### src/rtl/dram_rr_arbiter.sv
// dram_rr_arbiter
// Three-port round-robin arbiter that shares one DRAM controller port.
//   port 0 : instruction fetch, read only  (addr0, req_read0)
//   port 1 : CPU data, read/write           (addr1, data_in1, req_read1, req_write1)
//   port 2 : DMA/video, read only           (addr2, req_read2)
// The winner's address/data are latched and the DRAM request level is held
// until the controller answers or the watchdog expires. The owner then sees a
// one-cycle completion (data_validN / write_complete1) or abort (errorN) pulse.
// Outputs:
//   rd_data                        last successfully read word (all ports)
//   data_valid0/1/2                read completion pulses
//   write_complete1                write completion pulse
//   error0/1/2                     watchdog abort pulses
//   grant                          one-hot owner, 0 when idle
//   dram_addr/dram_data_in         latched access to the controller
//   dram_req_read/dram_req_write   request levels to the controller
// Inputs from the controller: dram_data_out, dram_data_out_valid,
// dram_write_complete. All outputs are registered; rst is synchronous.
module dram_rr_arbiter #(
  parameter int ADDR_WIDTH = 24,
  parameter int DATA_WIDTH = 32,
  parameter int TMO_WIDTH  = 8,
  parameter int TIMEOUT    = 255
) (
  input  logic                  clk,
  input  logic                  rst,
  input  logic [ADDR_WIDTH-1:0] addr0,
  input  logic                  req_read0,
  input  logic [ADDR_WIDTH-1:0] addr1,
  input  logic [DATA_WIDTH-1:0] data_in1,
  input  logic                  req_read1,
  input  logic                  req_write1,
  input  logic [ADDR_WIDTH-1:0] addr2,
  input  logic                  req_read2,
  output logic [DATA_WIDTH-1:0] rd_data,
  output logic                  data_valid0,
  output logic                  data_valid1,
  output logic                  data_valid2,
  output logic                  write_complete1,
  output logic                  error0,
  output logic                  error1,
  output logic                  error2,
  output logic [2:0]            grant,
  output logic [ADDR_WIDTH-1:0] dram_addr,
  output logic [DATA_WIDTH-1:0] dram_data_in,
  output logic                  dram_req_read,
  output logic                  dram_req_write,
  input  logic [DATA_WIDTH-1:0] dram_data_out,
  input  logic                  dram_data_out_valid,
  input  logic                  dram_write_complete
);

  typedef enum logic [1:0] {IDLE, ISSUE, DONE} state_t;

  localparam logic [1:0] NO_WIN = 2'd3;

  state_t                state, state_nxt;
  logic [1:0]            last, last_nxt;
  logic [TMO_WIDTH-1:0]  cnt, cnt_nxt;
  logic [2:0]            grant_nxt;
  logic [ADDR_WIDTH-1:0] addr_nxt;
  logic [DATA_WIDTH-1:0] din_nxt;
  logic [DATA_WIDTH-1:0] rd_nxt;
  logic                  rreq_nxt, wreq_nxt;
  logic [2:0]            dv_q, dv_nxt;
  logic [2:0]            err_q, err_nxt;
  logic                  wc_q, wc_nxt;
  logic [2:0]            req_vec;
  logic [1:0]            win;

  // Scan last+1, last+2, last+3 (mod 3); returns NO_WIN when nobody asks.
  function automatic logic [1:0] rr_pick(input logic [1:0] ptr, input logic [2:0] req);
    logic [1:0] cand;
    logic [1:0] pick;
    pick = NO_WIN;
    cand = ptr;
    for (int k = 0; k < 3; k++) begin
      cand = (cand == 2'd2) ? 2'd0 : cand + 2'd1;
      if (pick == NO_WIN && req[cand]) pick = cand;
    end
    return pick;
  endfunction

  assign req_vec = {req_read2, req_read1 | req_write1, req_read0};
  assign win     = rr_pick(last, req_vec);

  always_comb begin
    state_nxt = state;
    last_nxt  = last;
    cnt_nxt   = cnt;
    grant_nxt = grant;
    addr_nxt  = dram_addr;
    din_nxt   = dram_data_in;
    rd_nxt    = rd_data;
    rreq_nxt  = dram_req_read;
    wreq_nxt  = dram_req_write;
    dv_nxt    = 3'b000;
    err_nxt   = 3'b000;
    wc_nxt    = 1'b0;
    case (state)
      IDLE: begin
        grant_nxt = 3'b000;
        rreq_nxt  = 1'b0;
        wreq_nxt  = 1'b0;
        if (win != NO_WIN) begin
          grant_nxt = 3'b001 << win;
          last_nxt  = win;
          cnt_nxt   = '0;
          state_nxt = ISSUE;
          case (win)
            2'd0:    addr_nxt = addr0;
            2'd1:    addr_nxt = addr1;
            default: addr_nxt = addr2;
          endcase
          if (win == 2'd1) din_nxt = data_in1;
          // A simultaneous read+write on port 1 is serviced as the write.
          wreq_nxt = (win == 2'd1) && req_write1;
          rreq_nxt = !((win == 2'd1) && req_write1);
        end
      end
      ISSUE: begin
        cnt_nxt = cnt + TMO_WIDTH'(1);
        // Response takes precedence over a watchdog expiry in the same cycle;
        // mismatched response pulses fall through and are ignored.
        if (dram_req_read && dram_data_out_valid) begin
          rd_nxt    = dram_data_out;
          rreq_nxt  = 1'b0;
          dv_nxt    = grant;
          state_nxt = DONE;
        end else if (dram_req_write && dram_write_complete) begin
          wreq_nxt  = 1'b0;
          wc_nxt    = 1'b1;
          state_nxt = DONE;
        end else if ((TIMEOUT != 0) && (cnt == TMO_WIDTH'(TIMEOUT))) begin
          rreq_nxt  = 1'b0;
          wreq_nxt  = 1'b0;
          err_nxt   = grant;
          state_nxt = DONE;
        end
      end
      DONE: begin
        grant_nxt = 3'b000;
        state_nxt = IDLE;
      end
      default: begin
        grant_nxt = 3'b000;
        rreq_nxt  = 1'b0;
        wreq_nxt  = 1'b0;
        state_nxt = IDLE;
      end
    endcase
  end

  always_ff @(posedge clk) begin
    if (rst) begin
      state          <= IDLE;
      last           <= 2'd2;
      cnt            <= '0;
      grant          <= 3'b000;
      dram_addr      <= '0;
      dram_data_in   <= '0;
      rd_data        <= '0;
      dram_req_read  <= 1'b0;
      dram_req_write <= 1'b0;
      dv_q           <= 3'b000;
      err_q          <= 3'b000;
      wc_q           <= 1'b0;
    end else begin
      state          <= state_nxt;
      last           <= last_nxt;
      cnt            <= cnt_nxt;
      grant          <= grant_nxt;
      dram_addr      <= addr_nxt;
      dram_data_in   <= din_nxt;
      rd_data        <= rd_nxt;
      dram_req_read  <= rreq_nxt;
      dram_req_write <= wreq_nxt;
      dv_q           <= dv_nxt;
      err_q          <= err_nxt;
      wc_q           <= wc_nxt;
    end
  end

  assign data_valid0     = dv_q[0];
  assign data_valid1     = dv_q[1];
  assign data_valid2     = dv_q[2];
  assign error0          = err_q[0];
  assign error1          = err_q[1];
  assign error2          = err_q[2];
  assign write_complete1 = wc_q;

endmodule
### config.mk
export PLATFORM = sky130hd
export DESIGN_NAME = dram_rr_arbiter
export DESIGN_NICKNAME = d
export VERILOG_FILES = /design/src/rtl/dram_rr_arbiter.sv
export SDC_FILE = /design/constraint.sdc
export NUM_CORES = 1
export LEC_CHECK = 0
export BUFFER_PORTS_ARGS = -buffer_cell sky130_fd_sc_hd__buf_2
export CORE_ASPECT_RATIO = 1.75
export CORE_MARGIN = 3
export CORE_UTILIZATION = 45
export CTS_CLUSTER_SIZE = 28
export DETAILED_ROUTE_END_ITERATION = 16
export GPL_ROUTABILITY_DRIVEN = 0
export PLACE_DENSITY = 0.84
export SLEW_MARGIN = 25
export SYNTH_ARGS = -nofsm -noshare
export SYNTH_HDL_FRONTEND = slang
export SYNTH_SLANG_ARGS = --single-unit
### constraint.sdc
create_clock -name clk -period 2.1 [get_ports clk]
set_input_delay 0.42 -clock clk [delete_from_list [all_inputs] [get_ports clk]]
set_output_delay 0.42 -clock clk [all_outputs]
set_load 0.02 [all_outputs]
==> qor.yml, run 1 <==
global_routing:
  grt_use_total_pct: 25.1
  grt_pass1_wl_mm: 23.0
  antenna_found_initial: 1
  grt_max_degree: 41
  grt_overflow: 0
  grt_pass1_vias: 4889
floorplanning:
  start_util_pct: 46.3
  num_io_pins: 244
  die_area_um2: 11500
  die_y_um: 140
  coreArea_um2: 9910
  fp.dieW_um: 82.3
  rows: 48
placed_design:
  dp_hpwl_mm: 10.8
  io_buffers: 243
  post-place-ws_ns: 0.0811
  place_inst: 880
yosys:
  synth.most_common_cell: "dfxtp_1"
  synth-edff-count: 0
  synth_flop_cell: "dfxtp_1"
  yosys_warnings: 0
  netlist_instances: 548
  syn_nets: 693
  synth_area_um2: 4590
  ys_ff_latch: 112
  yosysTopAreaCell: "dfxtp_1"
  synth.area.top_cells: "dfxtp_1, a21oi_1, nand2_1"
  seq_area_frac_synth_pct: 48.9
  synthArstFlopShare_pct: 0
  avgSynthCellArea_um2: 8.37
  ys_types: 44
  ys_top_cells_by_count: "dfxtp_1, a21oi_1, nand2_1, nor2_1"
  synth_top_area_share_pct: 48.9
route:
  firstDrtPassIters: 4
  drc: 0
  wirelength_mm: 14.7
  num_vias: 5040
  drt_iter0_drc: 296
  routedWlPerCell_um: 16.4
  viasPerCell: 5.63
  detail-route-antenna-nets: 0
layout:
  antenna_cells: 0
  multi_input_area_um2: 2110
  post-route-util_pct: 62.6
  nets: 911
  seq_area_um2: 2240
  drive_gt1_share_pct: 36.7
  area_growth_pct: 35.3
  fillers: 864
  finalNonFillerCells: 896
critical_path:
  crit_arrival_ns: 2.08
  required_ns: 2.36
  worst_setup_path_end_kind: "flip-flop"
  reg2regPathDepth: 5
  crit_type: "reg -> reg"
  startpoint_type: "flip-flop"
  reg2reg_slack_ns: 0.28
  timing.rr.start: "state[0]"
  r2r-end: "rd_data[25]"
  cp_max_fo: 32
cts:
  hold_buffers: 0
  clk_latency_ns: 0.34
  cts.sinks: 112
  cts_htree_levels: 3
  postCtsSetupBuffers: 0
  cts_root_buf: "clkbuf_16"
  numCtsBuffers: 9
  tritoncts: "done"
  ctsResizeCount: 0
  path_clk_slew_ns: 0.07
  clockBufferDepth: 2
timing:
  setup_viol: 0
  rsz0062_at_grt: "no"
  whs_ns: 0.314
  maxSlewViolCount: 0
  slew_headroom_pct: 66.3
  fin_skew_ns: 0.00622
  period_minus_slack_ns: 1.82
  worst_slew_pin_slew_ns: 0.504
  max_freq_mhz: 550
  setup_slack_ns: 0.283
  setup_tns_ns: 0
  post-route-period-util_pct: 86.5
  hold_violations: 0
pwr:
  leakage_nw: 2.77
  powerDensity_nw_per_um2: 900
  ir_drop_mv: 0.609
min_path:
  min_to: "rd_data[21]"
  hp-start: "dram_data_out[21]"
  hold_depth: 3
  worst_hold_path_type: "in -> reg"
flow_run:
  cap_violations: 0
outcome:
  outcome: "completed"
-- cell usage in the layout (no fill, tap or decap), drive strengths merged, types with 3 or more instances in the layout --
cell type / synthesis / final
nand3: 36 / 36
and3: 3 / 3
a21oi: 97 / 97
nor2: 38 / 38
dfxtp: 112 / 112
nor3: 6 / 6
buf: 18 / 258
a211oi: 24 / 24
nand2b: 3 / 3
a32oi: 24 / 24
o21ai: 36 / 36
clkbuf: 33 / 11
a311oi: 3 / 3
nand2: 74 / 74
and2: 7 / 7
-- critical path: stages, from the launching register on --
cell,delay [ns]
dfxtp_1,0.48
nor2b_1,0.48
and3_1,0.24
buf_4,0.30
nand2_1,0.09
a21oi_1,0.14
-- where the power goes --
group | internal (mW) | switching (mW) | total [mW]
sequential | 2.30 | 0.115 | 2.42
clock | 1.08 | 0.748 | 1.83
combinational | 0.494 | 0.848 | 1.34
-- registers in the layout (all words and copies together), names as in the netlist, 2 cells and up --
signal	flops
dram_data_in	32
rd_data	32
dram_addr	24
cnt	8
dv_q	3
err_q	3
grant	3
last	2
state	2
-- final cells by class --
| type | count | share of cell area (%) |
|---|---|---|
| Clock inverter | 5 | 1.29 |
| Sequential cell | 112 | 36.2 |
| Tap cell | 125 | 2.52 |
| Inverter | 1 | 0.0605 |
| Multi-Input combinational cell | 384 | 34.0 |
| Clock buffer | 11 | 3.91 |
| Timing Repair Buffer | 258 | 22.1 |
-- layer usage --
metal	share of wire, %	vias up	GRT usage (%)
met2	53	242	43.4
met5	0.055	-	0
met1	37	2352	28.3
met3	7.0	41	5.31
met4	3.0	2	12.1
li1	-	2403	-
-- kinds of logic (layout without fill, tap and decap cells) --
family          count (synthesis)  count (layout)  share of synthesized area, %
compound gates                204             204                          27.4
fa+ha+maj                       1               1                         0.273
buf+inv                        52             275                          5.57
flops                         112             112                          48.9
mux                             2               2                         0.464
simple gates                  177             177                          17.4
-- how the worst max path moves through the flow --
stage	from	endpoint	slack [ns]
6_report	state[0]	rd_data[25]	0.28
5_1_grt	state[0]	rd_data[31]	0.09
4_1_cts	state[0]	dram_addr[10]	0.04
3_5_place_dp	req_read0	dram_addr[2]	0.08
3_3_place_gp	req_read0	state[0]	0.11
2_1_floorplan	req_read0	state[0]	0.31
-- stage by stage --
step | power [mW] | area [µm²]
4_1_cts | 5.62 | 6200
5_1_grt | 5.85 | 6200
3_3_place_gp | 3.73 | 5880
2_1_floorplan | 3.30 | 4590
3_5_place_dp | 3.79 | 5880
6_report | 5.58 | 6200
No activity file was read; power rests on OpenSTA's default activity.
==> inputs of run 2 (changes only) <==
--- a/config.mk
+++ b/config.mk
@@ -8,11 +8,11 @@
 export BUFFER_PORTS_ARGS = -buffer_cell sky130_fd_sc_hd__buf_2
 export CORE_ASPECT_RATIO = 1.75
 export CORE_MARGIN = 3
-export CORE_UTILIZATION = 45
+export CORE_UTILIZATION = 40
 export CTS_CLUSTER_SIZE = 28
 export DETAILED_ROUTE_END_ITERATION = 16
 export GPL_ROUTABILITY_DRIVEN = 0
-export PLACE_DENSITY = 0.84
+export PLACE_DENSITY = 0.77
 export SLEW_MARGIN = 25
 export SYNTH_ARGS = -nofsm -noshare
 export SYNTH_HDL_FRONTEND = slang
==> run 2 against run 1 <==
Register-to-register slack improved by 0.11 ns. Sequential power about the same. First-iteration DRC count decreased by 25%. Core utilization decreased by 7.1 points. Non-clock buffer count increased by 4. Design area decreased by 0.14%. Die area increased by 12%. Fmax increased by 6.2%. Critical path type unchanged. Critical endpoint is now cnt[7]. Highest routed layer is now met4.
==> qor.yml, run 2 (synthesis results as in run 1) <==
timing:
  setup_slack_ns: 0.388  # was 0.283 ns
  worst_slew_pin_slew_ns: 0.519  # was 0.504 ns
  maxSlewViolCount: 0  # unchanged
  fin_skew_ns: 0.00969  # was 0.00622 ns
  setup_tns_ns: 0  # unchanged
  post-route-period-util_pct: 81.5  # was 86.5%
  hold_violations: 0  # unchanged
  whs_ns: 0.306  # was 0.314 ns
  period_minus_slack_ns: 1.71  # was 1.82 ns
  setup_viol: 0  # unchanged
  rsz0062_at_grt: "no"  # unchanged
  slew_headroom_pct: 65.4  # was 66.3%
  max_freq_mhz: 584  # was 550 MHz
placed_design:
  post-place-ws_ns: 0.209  # was 0.0811 ns
  place_inst: 891  # was 880
  dp_hpwl_mm: 10.2  # was 10.8 mm
  io_buffers: 243  # unchanged
cts:
  postCtsSetupBuffers: 0  # unchanged
  path_clk_slew_ns: 0.07  # about the same
  cts_root_buf: "clkbuf_16"  # unchanged
  clk_latency_ns: 0.34  # about the same
  numCtsBuffers: 9  # unchanged
  clockBufferDepth: 2  # unchanged
  hold_buffers: 0  # unchanged
  cts.sinks: 112  # unchanged
  tritoncts: "done"  # unchanged
  cts_htree_levels: 3  # unchanged
  ctsResizeCount: 0  # unchanged
floorplanning:
  die_y_um: 148  # was 140 µm
  coreArea_um2: 11200  # was 9910 µm²
  rows: 51  # was 48
  fp.dieW_um: 86.9  # was 82.3 µm
  start_util_pct: 41.1  # was 46.3%
  num_io_pins: 244  # unchanged
  die_area_um2: 12800  # was 11,500 µm²
critical_path:
  cp_max_fo: 11  # was 32
  crit_arrival_ns: 1.94  # was 2.08 ns
  required_ns: 2.33  # was 2.36 ns
  worst_setup_path_end_kind: "flip-flop"  # unchanged
  timing.rr.start: "state[0]"  # unchanged
  reg2regPathDepth: 5  # unchanged
  crit_start: "state[0]"  # unchanged
  r2r-end: "cnt[7]"  # was rd_data[25]
  startpoint_type: "flip-flop"  # unchanged
  crit_type: "reg -> reg"  # unchanged
  reg2reg_slack_ns: 0.39  # was 0.28 ns
route:
  wirelength_mm: 13.9  # was 14.7 mm
  drc: 0  # unchanged
  drt_iter0_drc: 223  # was 296
  viasPerCell: 5.37  # was 5.63
  firstDrtPassIters: 5  # was 4
  num_vias: 4875  # was 5,040
  detail-route-antenna-nets: 0  # unchanged
  routedWlPerCell_um: 15.4  # was 16.4 µm
pwr:
  ir_drop_mv: 0.645  # was 0.609 mV
  p_int_mw: 3.73  # was 3.87 mW
  leakage_nw: 2.77  # about the same
  p_seq_share_pct: 43.9  # was 43.3%
  p_clk_share_pct: 31.8  # was 32.7%
  powerDensity_nw_per_um2: 885  # was 900 nW/µm²
  switchingPower_mw: 1.75  # was 1.71 mW
  combPwrFrac_pct: 24.3  # was 24.0%
  switching_share_pct: 31.9  # was 30.7%
layout:
  reg_top3: "dram_data_in x32, rd_data x32, dram_addr x24"  # unchanged
  fillers: 1092  # was 864
  finalNonFillerCells: 907  # was 896
  drive_gt1_share_pct: 37.0  # was 36.7%
  antenna_cells: 0  # unchanged
  nets: 915  # was 911
  final_cell_mix: "buf_2, dfxtp_1, a21oi_1"  # unchanged
  area_growth_pct: 35.1  # was 35.3%
  layout_commonest_cell: "buf_2"  # unchanged
flow_run:
  cap_violations: 0  # unchanged
global_routing:
  grt_use_total_pct: 20.9  # was 25.1%
  grt_overflow: 0  # unchanged
  grt_max_degree: 51  # was 41
  grt_pass1_vias: 4505  # was 4,889
  grt_pass1_wl_mm: 21.8  # was 23.0 mm
  antenna_found_initial: 0  # was 1
outcome:
  outcome: "completed"  # unchanged
min_path:
  hp-start: "dram_data_out[25]"  # was dram_data_out[21]
  min_to: "rd_data[25]"  # was rd_data[21]
  worst_hold_path_type: "in -> reg"  # unchanged
  hold_depth: 3  # unchanged
-- run 2: layout make-up --
type	instances	area, µm²	area share (%)
repair buffers	262	1370	22.2
flip-flops and latches	112	2240	36.2
clock buffers	9	225	3.64
inverters	1	3.75	0.0606
multi-input cells	384	2110	34.0
clock inverters	7	76.3	1.23
well taps	132	165	2.67
-- run 2: power groups by stage --
stage	Clock [mW]	Combinational (mW)	Sequential, mW
CTS	1.78	1.34	2.41
global route	1.87	1.46	2.43
finish	1.74	1.33	2.41
detailed placement	0	1.33	2.45
global placement	0	1.31	2.45
floorplan	0	0.662	2.64
-- run 2: per-stage QoR --
step	power, mW	utilization, %	cell area, µm²
floorplan	3.30	-	4590
CTS	5.53	55.5	6190
detailed placement	3.79	52.8	5890
global placement	3.76	52.8	5890
finish	5.48	55.5	6190
global route	5.75	55.5	6190
-- run 2: worst max-delay path: stages (launching register included) --
cell and delay [ns]:
dfxtp_1 0.48, nor2b_1 0.38, buf_4 0.25, a21oi_1 0.11
a221oi_1 0.32, nor2_1 0.06
-- run 2: worst max-delay path by stage --
stage	endpoint	slack, ns	cells after the start
finish	cnt[7]	0.39	5
global route	cnt[7]	0.19	5
CTS	cnt[7]	0.39	5
detailed placement	cnt[4]	0.21	5
global placement	cnt[5]	0.26	5
floorplan	state[0]	0.31	6
-- run 2: metal layers --
layer | track usage, % | routed length [µm] | share of wire, %
met5 | 0 | 0 | 0
met4 | 7.18 | 316 | 2.3
met3 | 4.52 | 890 | 6.4
met2 | 36.8 | 7270 | 52
met1 | 24.6 | 5450 | 39
